`src/rtl/mem_arbiter_pkg.sv`:
```
// Shared types for the icache/dcache-to-RAM arbiter.
package mem_arbiter_pkg;

    localparam int unsigned WORD_W   = 32;
    localparam int unsigned STARVE_W = 8;

    typedef logic [WORD_W-1:0] word_t;

    // RAM handshake status as seen on ramstate.
    typedef enum logic [1:0] {
        FREE   = 2'd0,
        BUSY   = 2'd1,
        ACCESS = 2'd2,
        ERROR  = 2'd3
    } ramstate_t;

    typedef enum logic [1:0] {
        IDLE   = 2'd0,
        IGRANT = 2'd1,
        DGRANT = 2'd2
    } arb_state_t;

    // An access ends on either a good or a failed RAM cycle.
    function automatic logic ram_done(ramstate_t rs);
        return (rs == ACCESS) || (rs == ERROR);
    endfunction

endpackage

```
`src/rtl/arb_starve_ctr.sv`:
```
// Saturating wait counter for the icache starvation guard.
module arb_starve_ctr #(
    parameter int unsigned WIDTH = 8,
    parameter int unsigned LIMIT = 8
) (
    input  logic CLK,
    input  logic nRST,
    input  logic clr,
    input  logic en,
    output logic starved
);

    logic [WIDTH-1:0] cnt;

    // Clear has priority over counting; the count sticks at all-ones.
    always_ff @(posedge CLK or negedge nRST) begin
        if (!nRST) begin
            cnt <= '0;
        end else if (clr) begin
            cnt <= '0;
        end else if (en && (cnt != {WIDTH{1'b1}})) begin
            cnt <= cnt + 1'b1;
        end
    end

    assign starved = (32'(cnt) >= LIMIT);

endmodule

```
`src/rtl/mem_arbiter.sv`:
```
// Arbitrates icache and dcache miss traffic onto a single-port RAM.
// dcache has priority; a starved icache wins the next IDLE arbitration.
module mem_arbiter
    import mem_arbiter_pkg::*;
#(
    parameter int unsigned ADDR_W       = 32,
    parameter int unsigned DATA_W       = 32,
    parameter int unsigned BURST_LEN    = 2,
    parameter int unsigned STARVE_LIMIT = 8
) (
    input  logic              CLK,
    input  logic              nRST,
    input  logic              iREN,
    input  logic [ADDR_W-1:0] iaddr,
    output logic              iwait,
    output logic [DATA_W-1:0] iload,
    input  logic              dREN,
    input  logic              dWEN,
    input  logic [ADDR_W-1:0] daddr,
    input  logic [DATA_W-1:0] dstore,
    output logic              dwait,
    output logic [DATA_W-1:0] dload,
    output logic              ramREN,
    output logic              ramWEN,
    output logic [ADDR_W-1:0] ramaddr,
    output logic [DATA_W-1:0] ramstore,
    input  logic [DATA_W-1:0] ramload,
    input  logic [1:0]        ramstate,
    output logic              ram_err
);

    localparam int unsigned BurstW = $clog2(BURST_LEN + 1);

    arb_state_t        state;
    logic [BurstW-1:0] burst_cnt;
    ramstate_t         rs;
    logic              dreq;
    logic              done;
    logic              starved;
    logic              pick_d;
    logic              pick_i;
    logic              burst_more;
    logic              starve_clr;
    logic              starve_en;

    assign rs         = ramstate_t'(ramstate);
    assign dreq       = dREN | dWEN;
    assign done       = ram_done(rs);
    assign pick_d     = (state == IDLE) && dreq && !(iREN && starved);
    assign pick_i     = (state == IDLE) && !pick_d && iREN;
    assign burst_more = (32'(burst_cnt) + 32'd1) < BURST_LEN;

    // Waiting counts only while icache is asking and not being served.
    assign starve_clr = ~iREN | pick_i;
    assign starve_en  = iREN & (state != IGRANT);

    arb_starve_ctr #(
        .WIDTH (STARVE_W),
        .LIMIT (STARVE_LIMIT)
    ) u_starve (
        .CLK     (CLK),
        .nRST    (nRST),
        .clr     (starve_clr),
        .en      (starve_en),
        .starved (starved)
    );

    // Grant FSM and dcache burst length tracking.
    always_ff @(posedge CLK or negedge nRST) begin
        if (!nRST) begin
            state     <= IDLE;
            burst_cnt <= '0;
        end else begin
            case (state)
                IDLE: begin
                    burst_cnt <= '0;
                    if (pick_d) begin
                        state <= DGRANT;
                    end else if (pick_i) begin
                        state <= IGRANT;
                    end
                end
                IGRANT: begin
                    if (!iREN || done) begin
                        state <= IDLE;
                    end
                end
                DGRANT: begin
                    if (!dreq) begin
                        state     <= IDLE;
                        burst_cnt <= '0;
                    end else if (done) begin
                        // A failed word ends the block so the error is not compounded.
                        if ((rs == ERROR) || !burst_more) begin
                            state     <= IDLE;
                            burst_cnt <= '0;
                        end else begin
                            burst_cnt <= burst_cnt + 1'b1;
                        end
                    end
                end
                default: begin
                    state     <= IDLE;
                    burst_cnt <= '0;
                end
            endcase
        end
    end

    // RAM-side muxing and requester handshakes, purely from state plus inputs.
    always_comb begin
        iwait    = 1'b1;
        dwait    = 1'b1;
        iload    = '0;
        dload    = '0;
        ramREN   = 1'b0;
        ramWEN   = 1'b0;
        ramaddr  = '0;
        ramstore = '0;
        ram_err  = 1'b0;
        case (state)
            IGRANT: begin
                ramREN  = iREN;
                ramaddr = iaddr;
                iwait   = ~done;
                iload   = (rs == ACCESS) ? ramload : '0;
                ram_err = (rs == ERROR);
            end
            DGRANT: begin
                ramWEN   = dWEN;
                ramREN   = dREN & ~dWEN;
                ramaddr  = daddr;
                ramstore = dstore;
                dwait    = ~done;
                dload    = (rs == ACCESS) ? ramload : '0;
                ram_err  = (rs == ERROR);
            end
            default: begin
            end
        endcase
    end

endmodule

```
`config.mk`:
```
export PLATFORM = sky130hd
export DESIGN_NAME = mem_arbiter
export DESIGN_NICKNAME = d
export VERILOG_FILES = /design/src/rtl/mem_arbiter_pkg.sv /design/src/rtl/arb_starve_ctr.sv /design/src/rtl/mem_arbiter.sv
export SDC_FILE = /design/constraint.sdc
export NUM_CORES = 1
export LEC_CHECK = 0
export CORE_AREA = 2 2 103 105
export DETAILED_ROUTE_END_ITERATION = 7
export DIE_AREA = 0 0 105 107
export GPL_TIMING_DRIVEN = 0
export PLACE_DENSITY = 0.65
export SYNTH_ARGS = -nofsm -noshare
export SYNTH_HDL_FRONTEND = slang
export SYNTH_SLANG_ARGS = --single-unit
```
`constraint.sdc`:
```
create_clock -name CLK -period 2.6 [get_ports CLK]
set_clock_uncertainty 0.05 [all_clocks]
set_input_delay 0.78 -clock CLK [delete_from_list [all_inputs] [get_ports CLK]]
set_output_delay 0.78 -clock CLK [all_outputs]
set_load 0.05 [all_outputs]
```
; Word level (Yosys, flattened, before mapping)
; Cells that the tools add are included.
[word_totals]
regBits = 12
in_bits = 135
wordCells = 67
[classes]
add_sub_neg = 3
magnitude_cmp = 2
n_eq_ne = 10
mux = 23
bitwise_logic = 8
reduce_logical = 18
[op_table]
columns = op, n
row1 = $mux W32, 4
row2 = $pmux W32 S2, 1
row3 = $mux W2, 9
row4 = $mux W8, 2
row5 = $ne A3 B3 Y1 const B, 3
row6 = $add A8 B1 Y8 const B, 1
row7 = $ge A8 B4 Y1 const B, 1
row8 = $ne A8 B8 Y1 const B, 1
row9 = $eq A2 B2 Y1 const B, 3
row10 = $logic_and A1 B1 Y1, 6
row11 = $pmux W2 S3, 1
row12 = $logic_not A1 Y1, 4
row13 = $mux W1, 4
row14 = $not A1 Y1, 4
row15 = $pmux W2 S2, 1
row16 = $reduce_and A4 Y1, 1
row17 = $add A2 B1 Y3 const B, 1
row18 = $logic_or A1 B1 Y1, 3
row19 = $lt A3 B2 Y1 const B, 1
row20 = $add A2 B1 Y2 const B, 1
row21 = $and A1 B1 Y1, 2
row22 = $eq A2 B1 Y1 const B, 1
row23 = $logic_not A2 Y1, 1
row24 = $ne A2 B1 Y1 const B, 1
row25 = 6 further kinds, 7

; Longest topological paths before layout
[logic_depth]
word_depth = 10
depth_mapped = 7
depth_no_buf = 6

; Cells and area by module
; Synthesis repeated with hierarchy kept, for this count alone.
[unflattened]
hier_cells = 281
area_unflattened_um2 = 2021.9
[modules_own_cells]
columns = module, instances, cells_per_inst, area_per_inst_um2, seq_area_each_um2
row1 = mem_arbiter, 1, 229, 1505.2, 100.1
row2 = arb_starve_ctr, 1, 52, 516.7, 200.2

; Worst setup path after synthesis
; No wires, ideal clock.
[synth_timing]
kind = flip-flop to output port
from = register state[0]
to = output ramaddr[0]
arrival_ns = 1.954
required_ns = 1.770
path_slack_ns = -0.184
path_stages_with_launch = 7
path_buffers = 2
cell_sequence = dfrtp_1 -> inv_1 -> ha_1 -> clkbuf_1 -> clkbuf_1 -> a22oi_1 -> nor2b_1
[synth_via]
elab_chain_cells = 2
[synth_lines]
columns = element, line
row1 = from (decl), mem_arbiter.sv:34  ; arb_state_t state;
row2 = from (signal assigned), mem_arbiter.sv:71  ; state <= IDLE;
row3 = from (signal assigned), mem_arbiter.sv:78  ; state <= DGRANT;
row4 = from (signal assigned), mem_arbiter.sv:80  ; state <= IGRANT;
row5 = $eq A2 B2 Y1 / $eq A2 B1 Y1 (equally long branches), mem_arbiter.sv:121  ; case (state)
row6 = $pmux W32 S2 *, mem_arbiter.sv:121
row7 = to (decl), mem_arbiter.sv:25  ; output logic [ADDR_W-1:0] ramaddr,
; Mark *: on every way between the ends. The rest lies on a longest branch, timed or not.

; Worst setup path in the final report
[layout_timing]
from = input dstore[27]
to = output ramstore[27]
[layout_via]
elab_chain_cells = 1
[layout_lines]
columns = element, line
row1 = from (decl), mem_arbiter.sv:20  ; input logic [DATA_W-1:0] dstore,
row2 = $mux W32, mem_arbiter.sv:121
row3 = to (decl), mem_arbiter.sv:26  ; output logic [DATA_W-1:0] ramstore,
; No other way between the ends.

==> impl_metrics.env <==
export IMPL_status="finished, final reports clean"
export IMPL_synth_simple_area_share=0.509
export IMPL_ios=268
export IMPL_synth_compound_area_frac=0.201
export IMPL_ir_drop_mv=0.455
export IMPL_synth_top_family_by_area="simple AND/OR/NAND/NOR gates"
export IMPL_drive_gt1_frac=0.508
export IMPL_root_buffer="clkbuf_8"
export IMPL_place_gp_congestion=0.914
export IMPL_fin_crit_sh=0.990
export IMPL_numCtsBuffers=3
export IMPL_fp_dieW_um=105
export IMPL_synth_most_common_cell="and3_1"
export IMPL_maxCapViolCount=0
export IMPL_cp_start_kind="primary input"
export IMPL_drt_drc_violations_left=0
export IMPL_power_w=0.00409
export IMPL_reg2reg_depth=7
export IMPL_wl_per_cell_um=18.0
export IMPL_fmax_ghz=0.388
export IMPL_hold_buffers=0
export IMPL_antenna_found_initial=0
export IMPL_ys_warn_count=0
export IMPL_rsz0062_at_grt="yes"
export IMPL_routed_wl_um=12400
export IMPL_setup_viol=0
export IMPL_setup_ws_ns=0.0252
export IMPL_yosysSeqAreaShare=0.154
export IMPL_min_from="burst_cnt[1]"
export IMPL_numClockSinks=12
export IMPL_final_antenna_net_count=0
export IMPL_hold_end="burst_cnt[1]"
export IMPL_start_util=0.193
export IMPL_required_ns=1.77
export IMPL_worst_pin_slew_ns=0.589
export IMPL_cp_max_fo=1
export IMPL_tns_ns=0
export IMPL_netlist_area_um2=1950
export IMPL_die_area_um2=11200
export IMPL_rrSetupSlack_ns=0.65
export IMPL_path_clk_slew_ns=0.05
export IMPL_r2r_end="u_starve.cnt[7]"
export IMPL_hold_path_depth=1
export IMPL_min_path_type="reg2reg"
export IMPL_relSlewSlack=0.606
export IMPL_synth_top_area_share=0.209
export IMPL_fillers=1012
export IMPL_yosysTopAreaCell="and3_1"
export IMPL_synth_distinct_cells=33
export IMPL_num_vias=3166
export IMPL_drt_iter0_drc=105
export IMPL_synth_edf_count=0
export IMPL_htree_num_levels=1
export IMPL_power_density_nw_per_um2=770
export IMPL_fin_crit_ns=2.57
export IMPL_dpl_worst_slack_ns=-1.59
export IMPL_cts_tree="built"
export IMPL_synth_ff_type="dfrtp_1"
export IMPL_synth_area_leaders="and3_1 (21%), dfrtp_1 (15%), a22oi_1 (12%), and2_1 (11%), nor2b_1 (11%)"
export IMPL_grt_pass1_wl_um=18700
export IMPL_areaGrowthSynthToFinish_pct=172
export IMPL_clockBufferDepth=2
export IMPL_grt_max_degree=13
export IMPL_syn_inst=275
export IMPL_num_antenna_cells=0
export IMPL_fin_nets=695
export IMPL_grt_ovfl_total=0
export IMPL_synth_net_count=416
export IMPL_port_buffers=267
export IMPL_crit_path_end_kind="output pin"
export IMPL_ys_ff_latch=12
export IMPL_core_um2=10100
export IMPL_grt_pass1_vias=3199
export IMPL_insertion_delay_ns=0.24
export IMPL_grtUsageTotal=0.208
export IMPL_r2r_start="state[0]"
export IMPL_yosys_area_share_xor_xnor=0.0135
export IMPL_async_flop_share=1.00
export IMPL_slew_violations=0
export IMPL_p_leak_nw=2.43
export IMPL_synthTopCellsByCount="and3_1 (65), and2_1 (35), nor2b_1 (34), a22oi_1 (32), clkbuf_1 (29)"
export IMPL_die_h_um=107
export IMPL_hold_viol=0
export IMPL_num_rows=37
export IMPL_dp_hpwl_um=10200
export IMPL_muxShareOfSynthArea=0.0109
export IMPL_drt_pass1_iter_count=4
export IMPL_crit_type="in2out"
export IMPL_yosys_area_share_adder=0.0385
export IMPL_viasPerCell=4.60
export IMPL_worstPathArrival_ns=1.74
export IMPL_syn_area_per_cell_um2=7.08
[state kept, by name (all words and copies together) (netlist names)]
name          cells
state             2
burst_cnt         2
u_starve.cnt      8
[worst max-delay path by stage]
stage / startpoint / endpoint / slack (ns) / depth (start not counted)
after floorplan: state[1] / iload[10] / 0.02 / 6
after global placement: ramstate[1] / iload[24] / -1.56 / 6
after detailed placement: ramstate[1] / iload[23] / -1.59 / 6
after CTS: state[1] / ramaddr[21] / -0.01 / 5
after global routing: state[0] / ramREN / -0.03 / 8
final: dstore[27] / ramstore[27] / 0.03 / 3
[cell usage in the layout, fill, tap and decap left out, types with 7 or more instances in the layout]
master | synthesis | layout
clkbuf_8 | 0 | 8
nor2b_2 | 0 | 31
buf_2 | 0 | 14
clkdlybuf4s50_1 | 0 | 129
clkbuf_2 | 0 | 10
and2_2 | 0 | 10
clkdlybuf4s15_2 | 0 | 16
buf_6 | 0 | 38
nand2_1 | 7 | 7
buf_8 | 0 | 27
dfrtp_1 | 12 | 12
and3_2 | 0 | 39
nor2_1 | 8 | 8
and2_1 | 35 | 25
clkbuf_4 | 0 | 9
inv_1 | 9 | 7
a22oi_1 | 32 | 29
and3_1 | 65 | 15
buf_4 | 0 | 50
and3_4 | 0 | 11
[critical path, cell delays in order]
cell and delay (ns):
clkdlybuf4s50_1 0.45, and2_1 0.12, clkdlybuf4s18_2 0.38
[cells by family after synthesis]
kind of cell             count (synthesis)
AND/OR/NAND/NOR                        163
multiplexers                             2
AO/OA/AOI/OAI                           51
adder cells (fa/ha/maj)                  6
buffers and inverters                   38
XOR/XNOR                                 3
flip-flops                              12
[power by group]
part	leakage [nW]	internal, W	switching (W)
registers	0.163	0.000212	0.0000251
clock network	0.0288	0.000134	0.0000681
logic	2.24	0.00137	0.00227
total	2.43	0.00172	0.00237
[metal layers]
layer,GRT usage,part of all wire,vias up
met5,0,0,-
met2,0.383,0.52,127
met4,0.0429,0.021,0
met1,0.244,0.39,1489
li1,-,-,1534
met3,0.0541,0.071,16
[through the flow]
step	instance area, um^2	hold WS (ns)	utilization	std cells
after floorplan	2100	0.423	-	275
after global placement	4950	0.441	0.490	678
after detailed placement	4950	0.468	0.490	678
after CTS	5200	0.483	0.515	686
after global routing	5310	0.486	0.526	689
final	5310	0.478	0.526	689
[final cells by class]
class                   instances  area [um^2]  share of cell area
multi-input cells             225         1770               0.333
inverters                       9         33.8             0.00636
plain buffers                  27          238              0.0448
repair buffers                276         2740               0.517
well taps                     136          170              0.0321
clock buffers                   4         55.1              0.0104
flip-flops and latches         12          300              0.0566
[what timing repair did]
| item | in CTS | in global routing |
|---|---|---|
| pin swaps | 3 | 2 |
| buffers inserted | 3 | 3 |
| endpoints found under the setup margin | 133 | 108 |
| gates resized for setup | 865 | 49 |
| hold endpoints to repair | 0 | 0 |
| cloned | 3 | 0 |
Note: power is estimated with default switching activity, not from simulation.
